$ cat src/rtl/fs_sync_if.sv
// Frame-clock monitor bus: external fs_in toward the monitor, alignment/lock status back out.
interface fs_sync_if #(
    parameter int W = 10
);
    logic         fs_in;
    logic         fs_strobe;
    logic [7:0]   phase;
    logic [W-1:0] period;
    logic         period_valid;
    logic         locked;
    logic [7:0]   glitch_count;

    modport master (
        output fs_in,
        input  fs_strobe, phase, period, period_valid, locked, glitch_count
    );
    modport slave (
        input  fs_in,
        output fs_strobe, phase, period, period_valid, locked, glitch_count
    );
endinterface

$ cat src/rtl/fs_sync_monitor.sv
// Synchronizes an external frame clock into clk_256fs, measures its period
// and tracks lock once consecutive periods sit within NOMINAL +/- TOL.
module fs_sync_monitor #(
    parameter int NOMINAL    = 256,
    parameter int TOL        = 2,
    parameter int LOCK_COUNT = 4,
    parameter int W          = 10
) (
    input  logic     clk_256fs,
    input  logic     rst,
    fs_sync_if.slave bus
);
    localparam int GW = $clog2(LOCK_COUNT + 1);
    localparam logic [W-1:0]  CNT_MAX  = '1;
    localparam logic [W-1:0]  P_LO     = W'(NOMINAL - TOL);
    localparam logic [W-1:0]  P_HI     = W'(NOMINAL + TOL);
    localparam logic [GW-1:0] GOOD_TGT = GW'(LOCK_COUNT);

    typedef enum logic [1:0] {SEARCH, ACQUIRE, LOCKED} state_e;

    state_e        state_q, state_d;
    logic [2:0]    sync_q;
    logic [W-1:0]  cnt_q, cnt_d;
    logic [GW-1:0] good_q, good_d;
    logic [W-1:0]  period_q, period_d;
    logic          pv_q, pv_d;
    logic          strobe_q;
    logic [7:0]    glitch_q, glitch_d;

    logic          edge_w, timeout_w, p_good, glitch_inc;
    logic [W-1:0]  p;

    // sync_q[0..2] are s1..s3; the edge is taken after two flops of settling
    assign edge_w    = sync_q[1] & ~sync_q[2];
    assign p         = (cnt_q == CNT_MAX) ? CNT_MAX : cnt_q + W'(1);
    assign p_good    = (p >= P_LO) && (p <= P_HI);
    assign timeout_w = ~edge_w && (cnt_q == P_HI);

    always_ff @(posedge clk_256fs or posedge rst) begin
        if (rst) begin
            sync_q   <= '0;
            cnt_q    <= '0;
            state_q  <= SEARCH;
            good_q   <= '0;
            period_q <= '0;
            pv_q     <= 1'b0;
            strobe_q <= 1'b0;
            glitch_q <= '0;
        end else begin
            sync_q   <= {sync_q[1:0], bus.fs_in};
            cnt_q    <= cnt_d;
            state_q  <= state_d;
            good_q   <= good_d;
            period_q <= period_d;
            pv_q     <= pv_d;
            strobe_q <= edge_w;
            glitch_q <= glitch_d;
        end
    end

    always_comb begin
        state_d    = state_q;
        good_d     = good_q;
        period_d   = period_q;
        pv_d       = 1'b0;
        glitch_inc = 1'b0;
        if (edge_w)                cnt_d = '0;
        else if (cnt_q == CNT_MAX) cnt_d = cnt_q;
        else                       cnt_d = cnt_q + W'(1);

        case (state_q)
            SEARCH: begin
                // first edge only establishes the reference; nothing to measure yet
                if (edge_w) begin
                    state_d = ACQUIRE;
                    good_d  = '0;
                end
            end
            ACQUIRE: begin
                if (edge_w) begin
                    period_d = p;
                    pv_d     = 1'b1;
                    if (p_good) begin
                        good_d = good_q + GW'(1);
                        if (good_d == GOOD_TGT) state_d = LOCKED;
                    end else begin
                        good_d     = '0;
                        glitch_inc = 1'b1;
                    end
                end else if (timeout_w) begin
                    good_d     = '0;
                    glitch_inc = 1'b1;
                    state_d    = SEARCH;
                end
            end
            LOCKED: begin
                if (edge_w) begin
                    period_d = p;
                    pv_d     = 1'b1;
                    if (!p_good) begin
                        good_d     = '0;
                        glitch_inc = 1'b1;
                        state_d    = ACQUIRE;
                    end
                end else if (timeout_w) begin
                    glitch_inc = 1'b1;
                    state_d    = SEARCH;
                end
            end
            default: state_d = SEARCH;
        endcase

        glitch_d = (glitch_inc && glitch_q != 8'hFF) ? glitch_q + 8'd1 : glitch_q;
    end

    assign bus.fs_strobe    = strobe_q;
    assign bus.phase        = cnt_q[7:0];
    assign bus.period       = period_q;
    assign bus.period_valid = pv_q;
    assign bus.locked       = (state_q == LOCKED);
    assign bus.glitch_count = glitch_q;
endmodule

$ cat src/flat_wrapper.sv
// flat-port wrapper written by rule: the top's interface ports become plain ports
module fs_sync_monitor_flat 
#(
    parameter int NOMINAL    = 256,
    parameter int TOL        = 2,
    parameter int LOCK_COUNT = 4,
    parameter int W          = 10
)
  (clk_256fs, rst, bus_fs_in, bus_fs_strobe, bus_phase, bus_period, bus_period_valid, bus_locked, bus_glitch_count);
  fs_sync_if #(.W(W)) bus_i ();
  input  logic clk_256fs;
  input  logic rst;
  input wire logic [$bits(bus_i.fs_in)-1:0] bus_fs_in;
  output wire logic [$bits(bus_i.fs_strobe)-1:0] bus_fs_strobe;
  output wire logic [$bits(bus_i.phase)-1:0] bus_phase;
  output wire logic [$bits(bus_i.period)-1:0] bus_period;
  output wire logic [$bits(bus_i.period_valid)-1:0] bus_period_valid;
  output wire logic [$bits(bus_i.locked)-1:0] bus_locked;
  output wire logic [$bits(bus_i.glitch_count)-1:0] bus_glitch_count;
  assign bus_i.fs_in = bus_fs_in;
  assign bus_fs_strobe = bus_i.fs_strobe;
  assign bus_phase = bus_i.phase;
  assign bus_period = bus_i.period;
  assign bus_period_valid = bus_i.period_valid;
  assign bus_locked = bus_i.locked;
  assign bus_glitch_count = bus_i.glitch_count;
  fs_sync_monitor #(.NOMINAL(NOMINAL), .TOL(TOL), .LOCK_COUNT(LOCK_COUNT), .W(W)) u_core (.clk_256fs(clk_256fs), .rst(rst), .bus(bus_i));
endmodule
$ cat config.mk
export PLATFORM = sky130hd
export DESIGN_NAME = fs_sync_monitor_flat
export DESIGN_NICKNAME = d
export VERILOG_FILES = /design/src/rtl/fs_sync_if.sv /design/src/rtl/fs_sync_monitor.sv /design/src/flat_wrapper.sv
export SDC_FILE = /design/constraint.sdc
export NUM_CORES = 1
export LEC_CHECK = 0
export BUFFER_PORTS_ARGS = -buffer_cell sky130_fd_sc_hd__buf_2
export CAP_MARGIN = 20
export CORE_UTILIZATION = 56
export DETAILED_ROUTE_END_ITERATION = 10
export PLACE_DENSITY = 0.78
export SLEW_MARGIN = 20
export SYNTH_ARGS = -nofsm -noshare
export SYNTH_HDL_FRONTEND = slang
export SYNTH_SLANG_ARGS = --single-unit
$ cat constraint.sdc
create_clock -name clk_256fs -period 3.1 [get_ports clk_256fs]
set_input_delay 0.155 -clock clk_256fs [delete_from_list [all_inputs] [get_ports clk_256fs]]
set_output_delay 0.155 -clock clk_256fs [all_outputs]
set_load 0.005 [all_outputs]
Word-level counts from Yosys, hierarchy flattened
Cells that the tools add are included.
{"block": "word_totals", "in_bits": 3, "regBits": 38, "word_cells": 63}
{"block": "classes", "add_sub_neg": 3, "bitwise_logic": 3, "reduce_logical": 9, "eq_ne": 14, "magnitude_cmp": 2, "mux": 24}
{"operator": "$mux W10", "count": 3}
{"operator": "$mux W3", "count": 6}
{"operator": "$mux W2", "count": 7}
{"operator": "$add A10 B1 Y10 const B", "count": 1}
{"operator": "$eq A10 B10 Y1 const B", "count": 1}
{"operator": "$eq A10 B9 Y1 const B", "count": 1}
{"operator": "$ge A10 B8 Y1 const B", "count": 1}
{"operator": "$le A10 B9 Y1 const B", "count": 1}
{"operator": "$ne A3 B3 Y1 const B", "count": 3}
{"operator": "$pmux W3 S3", "count": 1}
{"operator": "$add A8 B1 Y8 const B", "count": 1}
{"operator": "$ne A8 B8 Y1 const B", "count": 1}
{"operator": "$mux W1", "count": 6}
{"operator": "$ne A2 B1 Y1 const B", "count": 3}
{"operator": "$pmux W2 S3", "count": 1}
{"operator": "$reduce_and A5 Y1", "count": 1}
{"operator": "$reduce_and A4 Y1", "count": 1}
{"operator": "$add A3 B1 Y3 const B", "count": 1}
{"operator": "$eq A3 B3 Y1 const B", "count": 1}
{"operator": "$logic_and A1 B1 Y1", "count": 3}
{"operator": "$ne A3 B1 Y1 const B", "count": 1}
{"operator": "$reduce_bool A3 Y1", "count": 1}
{"operator": "$eq A2 B1 Y1 const B", "count": 1}
{"operator": "$eq A2 B2 Y1 const B", "count": 1}
{"operator": "other kinds (6)", "count": 7}

Longest topological paths before layout
{"block": "logic_depth", "ltp_word": 8, "depth_mapped": 10, "mapped_depth_nobuf": 8}

Worst setup path after synthesis
Ideal clock, no wire load.
{"block": "synth_path", "path_kind": "register to register", "startpoint": "register u_core.cnt_q[0]", "endpoint": "register u_core.glitch_q[1], in the netlist u_core.bus.glitch_count[1]", "n_path_buf": 0, "path_slack_ps": 803, "t_arrival_ps": 2170, "required_ps": 2972, "stages_incl_launch_ff": 8, "cell_sequence": "dfrtp_1 ha_1 nand2_1 o41a_1 o221ai_2 nor3_4 o31ai_4 mux2_1"}
{"block": "synth_via", "elab_chain_len": 8, "word_cells_on_any_way": 13, "classes_between": "add/sub: 1; order compare: 2; eq/ne: 2; mux: 5; reduce/logical: 3"}
{"item": "start, declared", "line_no": "fs_sync_monitor.sv:23", "rtl": "logic [W-1:0] cnt_q, cnt_d;"}
{"item": "start signal, assigned", "line_no": "fs_sync_monitor.sv:51", "rtl": "cnt_q <= cnt_d;"}
{"item": "$add A10 B1 Y10 / $eq A10 B10 Y1 (equally long branches)", "line_no": "fs_sync_monitor.sv:35", "rtl": "assign p = (cnt_q == CNT_MAX) ? CNT_MAX : cnt_q + W'(1);"}
{"item": "$mux W10", "line_no": "fs_sync_monitor.sv:35"}
{"item": "$ge A10 B8 Y1 / $le A10 B9 Y1 (equally long branches)", "line_no": "fs_sync_monitor.sv:36", "rtl": "assign p_good = (p >= P_LO) && (p <= P_HI);"}
{"item": "$logic_and A1 B1 Y1", "line_no": "fs_sync_monitor.sv:36"}
{"item": "$mux W1", "line_no": "fs_sync_monitor.sv:83, fs_sync_monitor.sv:100"}
{"item": "$mux W1 (*)", "line_no": "fs_sync_monitor.sv:97", "rtl": "if (edge_w) begin"}
{"item": "$mux W1 (*)"}
{"item": "$logic_and A1 B1 Y1 (*)", "line_no": "fs_sync_monitor.sv:113", "rtl": "glitch_d = (glitch_inc && glitch_q != 8'hFF) ? glitch_q + 8'd1 : glitch_q;"}
{"item": "end signal, assigned", "line_no": "fs_sync_monitor.sv:57", "rtl": "glitch_q <= glitch_d;"}
{"item": "end, declared", "line_no": "fs_sync_monitor.sv:28", "rtl": "logic [7:0] glitch_q, glitch_d;"}
Mark *: on every way between the ends. The rest lies on a longest branch, timed or not.
A chain may end at the register's enable or synchronous reset.

Worst setup path after layout
{"block": "layout_path", "startpoint": "register u_core.cnt_q[0]", "endpoint": "register u_core.state_q[1]"}
{"block": "layout_via", "elab_chain_len": 6, "word_cells_on_any_way": 15, "classes_between": "add/sub: 1; order compare: 2; eq/ne: 4; mux: 5; reduce/logical: 3"}
{"item": "$add A10 B1 Y10 / $eq A10 B10 Y1 (equally long branches)", "line_no": "fs_sync_monitor.sv:35"}
{"item": "$mux W10", "line_no": "fs_sync_monitor.sv:35"}
{"item": "$ge A10 B8 Y1 / $le A10 B9 Y1 (equally long branches)", "line_no": "fs_sync_monitor.sv:36"}
{"item": "$logic_and A1 B1 Y1", "line_no": "fs_sync_monitor.sv:36"}
{"item": "$ne A3 B3 Y1 (no source line)"}
{"item": "$reduce_and A4 Y1 (no source line)"}
{"item": "end signal, assigned", "line_no": "fs_sync_monitor.sv:52", "rtl": "state_q <= state_d;"}
{"item": "end, declared", "line_no": "fs_sync_monitor.sv:21", "rtl": "state_e state_q, state_d;"}
Parallel ways exist; a longest one is shown, timed or not.

==> reports/metrics.cfg <==
[detailed_routing]
drt_wl_total_um = 4392
dr.pass1.iters = 4
postRouteAntennaNets = 0
drtIter0Drc = 109
drcViolationCount = 0
avgViaCountPerCell = 5.697
dr_total_vias = 1692
wl_per_cell_um = 14.79

[grt]
grt.overflow.total = 0
antenna_found_initial = 0
grt_pass1_vias = 1571
grt_use_total_pct = 24.20
top_usage_layer = met2
grt_max_degree = 39
use_met3_pct = 5.179
grt_pass1_wl_um = 7534
gr-usage-met2_pct = 37.23
grt_use_met1_pct = 33.33

[floorplanning]
coreArea_mm2 = 0.003661
ioPinCount = 32
initial_core_util_pct = 58.78
die_y_um = 63.99
rows = 22
die_width_um = 63.99
die_area_mm2 = 0.004095

[layout]
final_cell_mix = 38 x dfrtp_1, 31 x buf_2, 25 x nor2_1
antenna_cells = 0
finish.utilization_pct = 65.52
layout-drive-gt1-share_pct = 19.68
syn2layout_area_growth_pct = 11.45
nNetsFinal = 260
final_cells = 297
layout_commonest_cell = dfrtp_1

[status]
status = complete, but fails checks
violations = negative hold slack

[critical_path]
path_class = reg2reg
crit_slowest_cell = dfrtp_1
rrSetupSlack_ps = 550
crit_required_ps = 3250
slowest_delay_ps = 460
worstPathArrival_ps = 2700
path_cells = ha_1, nand2_1, o41a_1, o221ai_2, nor3_4, o31a_1, a22oi_1, o221ai_1
startpoint_type = flip-flop
cp-end-kind = flip-flop
critPathMaxFanout = 7
ff2ff_path_depth = 8
reg2reg_to = u_core.state_q[1]$_DFFE_PP0P_
r2r_start = u_core.cnt_q[0]$_DFFE_PP0P_

[clock_tree]
cts_sinks = 38
cts_setup_buffers = 0
clockBufferDepth = 2
htree_levels = 2
numCtsBuffers = 5
path_clk_slew_ps = 90
cts_tree = yes
root_buffer = clkbuf_8
clock_latency_ps = 290

[placed_design]
dp_cells = 288
io_buffers = 31
dp_hpwl_um = 3035
dp_worst_setup_slack_ps = 611.1
gp_congestion = 0.9066

[min_path]
hold_path.class = in2async

[sta]
max-slew-margin-rel_pct = 52.77
finalWorstSetupSlack_ps = 546.5
tns_ps = 0
hold_ws_ps = -20.01
hold_viol_final = 25
finalSetupViolCount = 0
finalCriticalPeriod_ps = 2553
timing.fmax_ghz = 0.3916
timing.final.crit_share_pct = 82.37
worst_slew_pin_slew_ps = 703.1
maxSlewViolCount = 0
skew_ps = 12.98
rsz0062_at_grt = false

[logic_synthesis]
synth_edf_count = 0
syn_area_per_cell_um2 = 9.522
seq_area_frac_synth_pct = 44.19
synth-async-reset-ratio_pct = 100.0
synth_area_mm2 = 0.002152
ys_warn_count = 0
synthCells = 226
synth-seq-cells = 38
synth_top_flop_cell = dfrtp_1
synth_cell_type_count = 48
synth_nets = 238

[power]
leakagePower_uw = 0.001141
power_density_mw_per_mm2 = 631.7
irDropWorstVdd_mv = 0.3525

[job]
cap_violations = 0

[stage by stage]
| stage | total power [uW] | cell area (um^2) |
|---|---|---|
| final | 1515 | 2399 |
| after global routing | 1612 | 2399 |
| after CTS | 1524 | 2399 |
| after detailed placement | 1089 | 2275 |
| after global placement | 1090 | 2275 |
| after floorplan | 980.2 | 2152 |
[sequential cells by signal, indices dropped and copies added (netlist names)]
| name | flops |
|---|---|
| u_core.bus.period | 10 |
| u_core.sync_q | 3 |
| u_core.bus.period_valid | 1 |
| u_core.cnt_q | 10 |
| u_core.bus.glitch_count | 8 |
| u_core.state_q | 2 |
| u_core.good_q | 3 |
| u_core.bus.fs_strobe | 1 |
[worst max-delay path: cells and delay by family, from the launching register on]
| kind | cells | cell delay [ps] |
|---|---|---|
| compound gates | 5 | 1350 |
| fa+ha+maj | 1 | 290 |
| flops | 1 | 460 |
| simple gates | 2 | 290 |
[metal layers]
layer | vias to the layer above | routed length (um)
met5 | - | 0
met4 | 0 | 89
met3 | 12 | 218
met2 | 57 | 1991
met1 | 789 | 2093
li1 | 834 | -
[worst max path at each step]
stage          slack [ps]                                     end                         from  depth (start not counted)
2_1_floorplan         800  u_core.bus.glitch_count[1]$_DFFE_PP0P_  u_core.cnt_q[0]$_DFFE_PP0P_                          7
3_3_place_gp          660  u_core.bus.glitch_count[1]$_DFFE_PP0P_  u_core.cnt_q[0]$_DFFE_PP0P_                          7
3_5_place_dp          610  u_core.bus.glitch_count[1]$_DFFE_PP0P_  u_core.cnt_q[0]$_DFFE_PP0P_                          7
4_1_cts               580           u_core.state_q[1]$_DFFE_PP0P_  u_core.cnt_q[0]$_DFFE_PP0P_                          8
5_1_grt               420  u_core.bus.glitch_count[1]$_DFFE_PP0P_  u_core.cnt_q[0]$_DFFE_PP0P_                          7
6_report              550           u_core.state_q[1]$_DFFE_PP0P_  u_core.cnt_q[0]$_DFFE_PP0P_                          8
[logic make-up after synthesis]
| kind of cell | count (synthesis) | share of synthesized area [%] |
|---|---|---|
| XOR/XNOR | 12 | 4.884 |
| flip-flops | 38 | 44.19 |
| multiplexers | 6 | 2.965 |
| AO/OA/AOI/OAI | 41 | 14.48 |
| AND/OR/NAND/NOR | 92 | 21.69 |
| adder cells (fa/ha/maj) | 9 | 5.233 |
| buffers and inverters | 28 | 6.570 |
[final cells by class]
class | count | area [um^2]
timing repair buffer | 34 | 180.2
fill | 307 | 1262
inverter | 9 | 33.78
tap | 48 | 60.06
clock buffer | 5 | 68.82
multi-input combinational | 160 | 1060
sequential | 38 | 950.9
clock inverter | 3 | 45.04
[synthesized netlist by cell type, types with 3 or more instances]
cell / instances / area [um^2]
nand2b_1: 4 / 25.02
nor2_1: 25 / 93.84
dfrtp_1: 38 / 950.9
buf_2: 4 / 20.02
xnor2_1: 10 / 87.58
nand2_1: 21 / 78.83
buf_4: 8 / 60.06
and3_1: 3 / 18.77
inv_1: 9 / 33.78
ha_1: 9 / 112.6
mux2i_1: 3 / 30.03
nor3_1: 7 / 35.03
nand3_1: 15 / 75.07
nand4_1: 5 / 31.28
a21oi_1: 4 / 20.02
o21ai_0: 13 / 65.06
clkbuf_1: 6 / 22.52
[power breakdown]
| part | total [uW] | switching (uW) | internal, uW | leakage, uW |
|---|---|---|---|---|
| Clock | 423 | 184 | 239 | 0.0000504 |
| Combinational | 420 | 235 | 185 | 0.000587 |
| Sequential | 672 | 97.7 | 574 | 0.000503 |
| Total | 1520 | 516 | 999 | 0.00114 |
[what timing repair did]
action                                 CTS  global route
gates resized for setup                  0             0
hold buffers                             1             0
endpoints found under the hold margin    1             0
No activity file was read; power rests on OpenSTA's default activity.
